===== config.mk =====
export PLATFORM = sky130hd
export DESIGN_NAME = conv3x3_engine
export DESIGN_NICKNAME = d
export VERILOG_FILES = /design/src/rtl/conv3x3_engine.sv
export SDC_FILE = /design/constraint.sdc
export NUM_CORES = 2
export LEC_CHECK = 0
export ABC_AREA = 1
export ABC_CLOCK_PERIOD_IN_PS = 18700
export CELL_PAD_IN_SITES_DETAIL_PLACEMENT = 1
export CELL_PAD_IN_SITES_GLOBAL_PLACEMENT = 1
export CORE_MARGIN = 8
export CORE_UTILIZATION = 30
export CTS_BUF_LIST = sky130_fd_sc_hd__clkbuf_8
export CTS_CLUSTER_SIZE = 25
export DETAILED_ROUTE_END_ITERATION = 10
export PLACE_DENSITY = 0.53
export SETUP_SLACK_MARGIN = 0.05
export SYNTH_ARGS = -nofsm -noshare
export SYNTH_HDL_FRONTEND = slang
export SYNTH_SLANG_ARGS = --single-unit

===== constraint.sdc =====
create_clock -name clk -period 18.7 [get_ports clk]
set_clock_uncertainty 0.05 [all_clocks]
set_input_delay 2.805 -clock clk [delete_from_list [all_inputs] [get_ports clk]]
set_output_delay 2.805 -clock clk [all_outputs]
set_load 0.02 [all_outputs]

===== src/rtl/conv3x3_engine.sv =====
// conv3x3_engine: 3x3 signed MAC over three line-buffer rows, one output row per start pulse.
// Optional feature macro: RELU_EN (clamp negative results to zero).
`default_nettype none

module conv3x3_engine #(
  parameter int IMG_W = 28,
  parameter int PIX_W = 8,
  parameter int W_W   = 8,
  parameter int B_W   = 16,
  parameter int ACC_W = 22
) (
  input  logic                 clk,
  input  logic                 rst_n,
  input  logic                 start_i,
  input  logic                 w_wr_en_i,
  input  logic [3:0]           w_idx_i,
  input  logic [W_W-1:0]       w_data_i,
  input  logic                 bias_wr_en_i,
  input  logic [B_W-1:0]       bias_data_i,
  output logic                 lb_rd_en_o,
  output logic [6:0]           lb_rd_addr_o,
  input  logic [3*PIX_W-1:0]   lb0_data_i,
  input  logic [3*PIX_W-1:0]   lb1_data_i,
  input  logic [3*PIX_W-1:0]   lb2_data_i,
  input  logic [2:0]           lb_valid_i,
  output logic [ACC_W-1:0]     conv_out_o,
  output logic                 conv_valid_o,
  output logic [6:0]           conv_col_o,
  output logic                 busy_o,
  output logic                 row_done_o
);

  localparam int         PROD_W   = PIX_W + W_W + 1;
  localparam logic [6:0] LAST_COL = 7'(IMG_W - 3);

  typedef enum logic [2:0] {
    S_IDLE = 3'd0,
    S_REQ  = 3'd1,
    S_GAP  = 3'd2,
    S_CAPT = 3'd3,
    S_CALC = 3'd4
  } state_t;

  state_t             state_q;
  logic [6:0]         col_q;
  logic               rd_en_q;
  logic               busy_q;
  logic               conv_valid_q;
  logic               row_done_q;
  logic [6:0]         conv_col_q;
  logic [ACC_W-1:0]   conv_out_q;
  logic [W_W-1:0]     w_q   [9];
  logic [B_W-1:0]     bias_q;
  logic [PIX_W-1:0]   px_q  [9];

  logic [3*PIX_W-1:0]       lb_row [3];
  logic signed [PROD_W-1:0] px_ext [9];
  logic signed [PROD_W-1:0] w_ext  [9];
  logic signed [PROD_W-1:0] prod_d [9];
  logic [ACC_W-1:0]         sum_d;
  logic [ACC_W-1:0]         mac_d;

  assign lb_row[0] = lb0_data_i;
  assign lb_row[1] = lb1_data_i;
  assign lb_row[2] = lb2_data_i;

  // Pixels are unsigned, so they get a zero sign bit before the signed multiply.
  always_comb begin
    sum_d = {{(ACC_W-B_W){bias_q[B_W-1]}}, bias_q};
    for (int i = 0; i < 9; i++) begin
      px_ext[i] = $signed({{(W_W){1'b0}}, px_q[i]});
      w_ext[i]  = $signed({{(PIX_W+1){w_q[i][W_W-1]}}, w_q[i]});
      prod_d[i] = px_ext[i] * w_ext[i];
      sum_d     = sum_d + {{(ACC_W-PROD_W){prod_d[i][PROD_W-1]}}, prod_d[i]};
    end
`ifdef RELU_EN
    mac_d = sum_d[ACC_W-1] ? '0 : sum_d;
`else
    mac_d = sum_d;
`endif
  end

  always_ff @(posedge clk or negedge rst_n) begin
    if (!rst_n) begin
      state_q      <= S_IDLE;
      col_q        <= '0;
      rd_en_q      <= 1'b0;
      busy_q       <= 1'b0;
      conv_valid_q <= 1'b0;
      row_done_q   <= 1'b0;
      conv_col_q   <= '0;
      conv_out_q   <= '0;
      bias_q       <= '0;
      for (int i = 0; i < 9; i++) begin
        w_q[i]  <= '0;
        px_q[i] <= '0;
      end
    end else begin
      conv_valid_q <= 1'b0;
      row_done_q   <= 1'b0;

      // Kernel is frozen while a row is in flight; the start cycle still counts as idle.
      if (state_q == S_IDLE) begin
        if (w_wr_en_i && (w_idx_i < 4'd9)) w_q[w_idx_i] <= w_data_i;
        if (bias_wr_en_i) bias_q <= bias_data_i;
      end

      case (state_q)
        S_IDLE: begin
          if (start_i) begin
            state_q <= S_REQ;
            rd_en_q <= 1'b1;
            busy_q  <= 1'b1;
          end
        end
        S_REQ: begin
          rd_en_q <= 1'b0;
          state_q <= S_GAP;
        end
        S_GAP: state_q <= S_CAPT;
        S_CAPT: begin
          if (lb_valid_i == 3'b111) begin
            for (int r = 0; r < 3; r++) begin
              for (int c = 0; c < 3; c++) begin
                px_q[3*r+c] <= lb_row[r][c*PIX_W +: PIX_W];
              end
            end
            state_q <= S_CALC;
          end
        end
        S_CALC: begin
          conv_out_q   <= mac_d;
          conv_valid_q <= 1'b1;
          conv_col_q   <= col_q;
          if (col_q == LAST_COL) begin
            row_done_q <= 1'b1;
            col_q      <= '0;
            busy_q     <= 1'b0;
            state_q    <= S_IDLE;
          end else begin
            col_q   <= col_q + 7'd1;
            rd_en_q <= 1'b1;
            state_q <= S_REQ;
          end
        end
        default: begin
          state_q <= S_IDLE;
          rd_en_q <= 1'b0;
          busy_q  <= 1'b0;
        end
      endcase
    end
  end

  assign lb_rd_en_o   = rd_en_q;
  assign lb_rd_addr_o = col_q;
  assign conv_out_o   = conv_out_q;
  assign conv_valid_o = conv_valid_q;
  assign conv_col_o   = conv_col_q;
  assign busy_o       = busy_q;
  assign row_done_o   = row_done_q;

endmodule

`default_nettype wire


==> results.sh <==
export IMPL_outcome="finished clean"
export IMPL_wl_per_cell_um=18.5
export IMPL_critical_path_class="reg2reg"
export IMPL_cp_start_kind="register"
export IMPL_hold_path_startpoint="conv_out_o[0]$_DFFE_PN0P_"
export IMPL_place_hpwl_um=83700
export IMPL_dp_cells=5298
export IMPL_yosysSeqAreaShare_pct=15.8
export IMPL_relSlewSlack_pct=26.7
export IMPL_place_gp_congestion=0.823
export IMPL_synth_edff_count=0
export IMPL_slew_violations=0
export IMPL_synth_area_leaders="fa_1 34%, dfrtp_1 16%, ha_1 15%"
export IMPL_postLayoutCoreUtil_pct=33.6
export IMPL_rows=120
export IMPL_required_ns=19.20
export IMPL_syn_num_nets=4946
export IMPL_fin_crit_sh_pct=55.7
export IMPL_min_period_ns=10.42
export IMPL_r2r_start="w_ext[7]$_DFFE_PN0P_"
export IMPL_mostFrequentLayoutCell="inv_1"
export IMPL_cts_tree="built"
export IMPL_hold_depth=2
export IMPL_clk_latency_ns=0.72
export IMPL_rsz0062_at_grt="no"
export IMPL_r2r_end="conv_out_o[20]$_DFFE_PN0P_"
export IMPL_die_area_um2=118000
export IMPL_dr_pass1_iters=4
export IMPL_cts_buffer_depth=3
export IMPL_grt_pass1_vias=26000
export IMPL_io_buffers=147
export IMPL_numCtsBuffers=48
export IMPL_postCtsResizedCells=0
export IMPL_ys_types=36
export IMPL_synth_seq_cells=203
export IMPL_drc=0
export IMPL_cp_arrival_ns=10.91
export IMPL_avgSynthCellArea_um2=8.22
export IMPL_ios=148
export IMPL_cts_root_buf="clkbuf_8"
export IMPL_nFillCells=12800
export IMPL_endpoint_kind="register"
export IMPL_grt_ovfl_total=0
export IMPL_die_y_um=343
export IMPL_setup_tns_ns=0
export IMPL_setup_viol=0
export IMPL_max_stage_delay_ns=0.56
export IMPL_syn_instance_count=3906
export IMPL_vias=23400
export IMPL_grt_max_degree=101
export IMPL_initial_core_util_pct=30.1
export IMPL_hp_class="reg2reg"
export IMPL_critPathMaxFanout=10
export IMPL_cap_violations=0
export IMPL_fin_cells=5388
export IMPL_nets=4985
export IMPL_post_cts_buffers=0
export IMPL_antenna_found_initial=5
export IMPL_tightestPinTransition_ns=1.10
export IMPL_coreArea_um2=107000
export IMPL_synthFlopType="dfrtp_1"
export IMPL_hold_end="conv_out_o[0]$_DFFE_PN0P_"
export IMPL_r2r_cells=38
export IMPL_cts_sinks=203
export IMPL_mostFrequentLayoutCells="1117 x inv_1, 995 x nand2_1, 539 x fa_1"
export IMPL_crit_path_top_delay_cell="fa_1"
export IMPL_grt_pass1_wl_um=157000
export IMPL_grt_total_usage_pct=17.5
export IMPL_hold_viol_final=0
export IMPL_cts_hold_buf=0
export IMPL_synth_async_reset_ratio_pct=100
export IMPL_die_x_um=343
export IMPL_fmax_mhz=96.0
export IMPL_synth_top_area_share_pct=33.6
export IMPL_wl_um=99700
export IMPL_first_iter_violations=884
export IMPL_drive_above_1_share_pct=3.32
export IMPL_path_clk_slew_ns=0.06
export IMPL_h_tree_depth=2
export IMPL_via_per_inst=4.35
export IMPL_crit_path_frequent_cell="fa_1"
export IMPL_syn_area_um2=32100
export IMPL_timing_reg2reg_setup_slack_ns=8.28
export IMPL_synth_top_cell_by_area="fa_1"
export IMPL_area_growth_pct=11.5
export IMPL_detail_route_antenna_nets=0
export IMPL_yosys_warnings=0
[worst max-delay path: cells and delay by family (launching register included)]
family / cells / cell delay, ns
xor gates and xnor gates: 1 / 0.40
DFF: 1 / 0.35
and+or+nand+nor: 10 / 1.36
adders and majority gates: 15 / 6.76
buffers and inverters: 10 / 0.75
AOI/OAI and AO/OA: 2 / 0.59
[layout make-up]
cell class	instances	area [um2]	share of cell area, %
multi-input combinational	2424	22200	62.1
sequential	203	5080	14.2
inverter	1112	4180	11.7
tap	1403	1760	4.90
timing repair buffer	156	1540	4.31
clock buffer	66	908	2.54
clock inverter	20	114	0.318
antenna	4	10.0	0.0279
[synthesized netlist by cell type, types with 2 or more instances]
cell type and n:
inv_1 1105, fa_1 539, o22ai_1 2, ha_1 393, o21bai_1 2, a211oi_1 3
nand2_1 995, nor2_1 102, xor2_1 30, a21o_1 4, clkinv_1 6, nor3_1 14
o21ai_0 116, dfrtp_1 203, mux2_2 12, xnor2_1 31, nand3b_1 5, or2_2 30
nand3_1 48, a21oi_1 74, buf_2 6, clkbuf_1 161, nand4_1 12
[state kept, by name, summed over array words and instances, names as in the netlist]
register / count
w_ext: 72
busy_o: 1
bias_q: 16
state_q: 3
conv_out_o: 22
row_done_o: 1
conv_col_o: 7
lb_rd_en_o: 1
px_ext: 72
conv_valid_o: 1
lb_rd_addr_o: 7
[per-stage QoR]
stage	hold slack (ns)	worst slack [ns]	instance area, um2
floorplan	0.428	9.19	32100
global placement	0.409	8.43	34800
detailed placement	0.412	8.32	34800
CTS	0.428	8.24	35800
global route	0.452	7.71	35800
finish	0.420	8.28	35800
[cells by family (layout without fill, tap and decap cells)]
| kind of cell | Yosys count | after routing | synth area share, % |
|---|---|---|---|
| AO/OA/AOI/OAI | 206 | 206 | 3.33 |
| XOR/XNOR | 61 | 61 | 1.66 |
| adder cells (fa/ha/maj) | 932 | 932 | 48.9 |
| buffers and inverters | 1279 | 1354 | 15.0 |
| flip-flops | 203 | 203 | 15.8 |
| multiplexers | 12 | 12 | 0.421 |
| other | 0 | 4 | 0 |
| AND/OR/NAND/NOR | 1213 | 1213 | 14.9 |
[per-layer routing]
layer / vias up / wire [um] / GRT usage [%]
li1: 11300 / - / -
met1: 11800 / 44900 / 23.2
met2: 275 / 48500 / 30.1
met3: 87 / 3940 / 2.30
met4: 0 / 2360 / 4.53
met5: - / 0 / 0
[worst max-delay path by stage]
stage / endpoint / slack [ns] / from
2_1_floorplan: conv_out_o[17]$_DFFE_PN0P_ / 9.19 / w_ext[24]$_DFFE_PN0P_
4_1_cts: conv_out_o[20]$_DFFE_PN0P_ / 8.24 / w_ext[7]$_DFFE_PN0P_
5_1_grt: conv_out_o[16]$_DFFE_PN0P_ / 7.71 / w_ext[24]$_DFFE_PN0P_
6_report: conv_out_o[20]$_DFFE_PN0P_ / 8.28 / w_ext[7]$_DFFE_PN0P_
3_5_place_dp: conv_out_o[20]$_DFFE_PN0P_ / 8.32 / w_ext[7]$_DFFE_PN0P_
3_3_place_gp: conv_out_o[21]$_DFFE_PN0P_ / 8.43 / w_ext[24]$_DFFE_PN0P_
Power is not shown: default switching activity piles up to over one toggle a cycle in this logic, so the estimate is an artifact.
